`config.mk`:
```
export PLATFORM = sky130hd
export DESIGN_NAME = serial_adder
export DESIGN_NICKNAME = d
export VERILOG_FILES = /design/src/rtl/serial_adder.sv
export SDC_FILE = /design/constraint.sdc
export NUM_CORES = 1
export LEC_CHECK = 0
export CAP_MARGIN = 10
export CORE_MARGIN = 2
export CORE_UTILIZATION = 44
export CTS_CLUSTER_SIZE = 25
export DETAILED_ROUTE_END_ITERATION = 10
export PLACE_DENSITY = 0.71
export RECOVER_POWER = 25
export SLEW_MARGIN = 25
export SYNTH_ARGS = -nofsm -noshare
export SYNTH_HDL_FRONTEND = slang
export SYNTH_SLANG_ARGS = --single-unit
export TNS_END_PERCENT = 5
```
`constraint.sdc`:
```
create_clock -name clk -period 3 [get_ports clk]
set_clock_uncertainty 0.2 [all_clocks]
set_input_delay 0.45 -clock clk [delete_from_list [all_inputs] [get_ports clk]]
set_output_delay 0.45 -clock clk [all_outputs]
set_load 0.01 [all_outputs]
```
`src/rtl/serial_adder.sv`:
```
// Bit-serial unsigned adder: one full-adder cell, LSB first.
// Full adder is two half_adder cells plus an OR of their carries.
module half_adder (
  input  logic a_i,
  input  logic b_i,
  output logic s_o,
  output logic c_o
);
  assign s_o = a_i ^ b_i;
  assign c_o = a_i & b_i;
endmodule

module serial_adder #(
  parameter int WIDTH = 8
) (
  input  logic             clk,
  input  logic             rst_n,
  input  logic             in_valid,
  output logic             in_ready,
  input  logic [WIDTH-1:0] a,
  input  logic [WIDTH-1:0] b,
  output logic             out_valid,
  input  logic             out_ready,
  output logic [WIDTH-1:0] sum,
  output logic             carry_out,
  output logic             busy
);
  localparam int CW = (WIDTH > 1) ? $clog2(WIDTH) : 1;
  localparam logic [CW-1:0] LAST = CW'(WIDTH - 1);

  typedef enum logic [1:0] {
    IDLE,
    RUN,
    DONE
  } state_t;

  state_t           state_q;
  logic [WIDTH-1:0] a_q;
  logic [WIDTH-1:0] b_q;
  logic [WIDTH-1:0] r_q;
  logic [WIDTH-1:0] sum_q;
  logic             c_q;
  logic             cout_q;
  logic [CW-1:0]    cnt_q;

  logic             p0;
  logic             g0;
  logic             g1;
  logic             s_d;
  logic             c_d;
  logic [WIDTH-1:0] r_d;

  half_adder u_ha0 (
    .a_i(a_q[0]),
    .b_i(b_q[0]),
    .s_o(p0),
    .c_o(g0)
  );

  half_adder u_ha1 (
    .a_i(p0),
    .b_i(c_q),
    .s_o(s_d),
    .c_o(g1)
  );

  assign c_d = g0 | g1;
  assign r_d = {s_d, r_q[WIDTH-1:1]};

  // Handshake flags come from the state register alone.
  assign in_ready  = (state_q == IDLE);
  assign out_valid = (state_q == DONE);
  assign busy      = (state_q == RUN);
  assign sum       = sum_q;
  assign carry_out = cout_q;

  // FSM plus datapath: load, shift one bit per clock, publish on last bit.
  always_ff @(posedge clk) begin
    if (!rst_n) begin
      state_q <= IDLE;
      a_q     <= '0;
      b_q     <= '0;
      r_q     <= '0;
      c_q     <= 1'b0;
      cnt_q   <= '0;
      sum_q   <= '0;
      cout_q  <= 1'b0;
    end else begin
      unique case (state_q)
        IDLE: begin
          if (in_valid) begin
            a_q     <= a;
            b_q     <= b;
            r_q     <= '0;
            c_q     <= 1'b0;
            cnt_q   <= '0;
            state_q <= RUN;
          end
        end
        RUN: begin
          a_q   <= {1'b0, a_q[WIDTH-1:1]};
          b_q   <= {1'b0, b_q[WIDTH-1:1]};
          r_q   <= r_d;
          c_q   <= c_d;
          cnt_q <= cnt_q + 1'b1;
          if (cnt_q == LAST) begin
            sum_q   <= r_d;
            cout_q  <= c_d;
            state_q <= DONE;
          end
        end
        DONE: begin
          if (out_ready) begin
            state_q <= IDLE;
          end
        end
        default: state_q <= IDLE;
      endcase
    end
  end
endmodule

```
==> results.toml <==
[power_and_ir_drop]
clock_power_share_pct = 26.7
p_sw_uw = 224
switching_share_pct = 24.9
internal_power_uw = 676
pwr-share-comb_pct = 12.9
ir_drop_mv = 0.292
p_seq_share_pct = 60.4
p_per_area_nw_per_um2 = 461
p_leak_nw = 0.672

[synthesis]
ys_top_cells_by_area = "dfxtp_1 47%, o221ai_2 9.3%, nor2_1 6.8%, a22oi_1 5.6%, nor2b_1 5.1%"
netlist-cell-type-count = 27
synth-simple-area-share_pct = 19.8
yosys-mux-area-fraction_pct = 1.24
netlist_instances = 164
syn_area_per_cell_um2 = 9.81
netlist_area_um2 = 1610
ys_seq_area_share_pct = 47.3
synth_nets = 187
yosys_warnings = 0
synth_top_family_by_area = "compound AO/OA/AOI/OAI gates"
synthAdderAreaFrac_pct = 2.80
synth_top_area_share_pct = 47.3
synth-xor-area-share_pct = 0
synth_area_leader_cell = "dfxtp_1"
ys_ff_latch = 38
synth_compound_area_share_pct = 22.9

[worst_setup_path]
path_class = "reg2out"
cp_max_fo = 20
cp_data_arrival_time_ns = 1.84
critPathLaunchType = "register"
critPathCaptureType = "output port"
required_ns = 2.35

[placement]
placedInstanceArea_um2 = 1910
dp_slack_ns = 0.658
routabilityCongestion = 0.747
dp_hpwl_um = 2120
io_buffer_count = 31

[cts]
numCtsBuffers = 5
post_cts_buffers = 0
cts_root_buffer = "clkbuf_4"
cts_num_sinks = 38
cts_resized = 0
holdBufCountCts = 0
cts_tree = "done"
worst_skew_pair.late_latency_ns = 0.33
clock_path_buffers = 2
ctsHtreeMaxLevel = 2
path_clk_slew_ns = 0.10

[final_layout]
final_nets = 214
area_growth_pct = 21.3
antennaDiodeCount = 0
design_area_um2 = 1950
finish.utilization_pct = 57.1
drive_above_1_share_pct = 9.95

[timing]
worst_slack_ns = 0.506
tns_ns = 0
finalSetupViolations = 0
rsz0062_at_grt = "false"
fin_crit_sh_pct = 83.1
final-max-slew-violation-count = 0
hold_viol = 0
fmax_mhz = 401
layout_min_cycle_time_ns = 2.49
tightest_slew_ns = 0.688
slew_headroom_pct = 54.1

[global_route]
grt_pass1_wl_um = 5130
grt_use_total_pct = 15.9
first_global_vias = 1136
grt_start_max_net_pins = 39
overflow = 0
antenna_found_initial = 0

[floorplanning]
die-height_um = 64.5
design.portCount = 32
rows = 21
fp.dieW_um = 64.5
fp.dieArea_um2 = 4160
initial_core_util_pct = 47.1
core_area_um2 = 3420

[drt]
drc = 0
drt_iter0_drc = 60
ant_nets = 0
routedWlPerCell_um = 12.9
num_vias = 1251
first_pass_iters = 4
wl_um = 3050
vias_per_cell = 5.28

[worst_hold_path]
hold_path.class = "reg2reg"

[flow_run]
drv_cap = 0

[status]
status = "finished, final reports clean"
## power by group through the flow
| stage | registers (mW) | logic (mW) | clock network [mW] |
|---|---|---|---|
| global placement | 0.555 | 0.115 | 0 |
| global route | 0.547 | 0.129 | 0.267 |
| detailed placement | 0.555 | 0.118 | 0 |
| finish | 0.544 | 0.116 | 0.240 |
| floorplan | 0.550 | 0.0839 | 0 |
| CTS | 0.544 | 0.119 | 0.249 |
## per-layer routing
layer / part of all wire (%) / wire length (um) / track usage, % / vias to the layer above
li1: - / - / - / 630
met1: 46 / 1400 / 21.5 / 589
met2: 48 / 1460 / 24.2 / 25
met3: 3.9 / 119 / 3.65 / 7
met4: 2.1 / 63 / 7.18 / 0
met5: 0 / 0 / 0 / -
## registers in the layout, summed over array words and instances, names as in the netlist
signal	flops
b_q	8
cnt_q	3
r_q	7
a_q	8
state_q	2
carry_out	1
c_q	1
sum	8
## area by class of cell
cell class | instances | area [um^2]
inverters | 2 | 7.51
multi-input cells | 110 | 752
clock buffers | 7 | 45.0
fillers | 320 | 1460
flip-flops and latches | 38 | 761
well taps | 46 | 57.6
repair buffers | 34 | 329
## worst max-delay path, stage by stage, from the launching register on
cell             delay, ns
dfxtp_1               0.50
nand2b_1              0.14
inv_2                 0.27
clkdlybuf4s50_1       0.60
## cell families after synthesis
kind of cell	Yosys count
buffers and inverters	16
adders and majority gates	3
DFF	38
muxes	2
and+or+nand+nor	67
AOI/OAI and AO/OA	38
## cells in the final DEF (no fill, tap or decap), drive strengths merged
master         instances
dfxtp                 38
nand2                  9
nor3b                  2
nor2                  29
o221ai                14
buf                    2
nand3                  9
ha                     2
o21ba                  1
o21bai                 1
nand2b                 2
a22oi                 12
dlygate4sd3            1
mux2i                  2
a21boi                10
nor2b                 13
and2                   1
inv                    2
nand3b                 1
or3b                   1
clkbuf                 8
fa                     1
clkdlybuf4s50         30
## final timing paths
path	start	to	slack (ns)	depth (start not counted)
hold reg to reg	sum[0]	sum[0]	0.26	2
setup reg to reg	cnt_q[0]	sum[3]	1.18	5
setup / recovery	state_q[0]	busy	0.51	3
hold / removal	sum[0]	sum[0]	0.26	2
## cell usage after synthesis
cell type	n
dfxtp_1	38
nor2_1	29
nor2b_1	13
a22oi_1	12
o221ai_2	10
nand2_1	9
nand3_1	9
a21boi_0	7
buf_2	5
clkbuf_1	5
o221ai_1	4
a21boi_1	3
buf_6	2
ha_1	2
mux2i_1	2
nand2b_1	2
nor3b_1	2
and2_1	1
buf_4	1
buf_8	1
fa_1	1
inv_1	1
inv_2	1
nand3b_1	1
o21ba_2	1
o21bai_1	1
or3b_1	1
## through the flow
stage | std cells | hold WS (ns) | total power [mW]
6_report | 237 | 0.259 | 0.900
5_1_grt | 237 | 0.278 | 0.943
4_1_cts | 237 | 0.262 | 0.911
3_5_place_dp | 230 | 0.247 | 0.673
3_3_place_gp | 230 | 0.242 | 0.669
2_1_floorplan | 164 | 0.241 | 0.634
(Power assumes the default switching activity.)
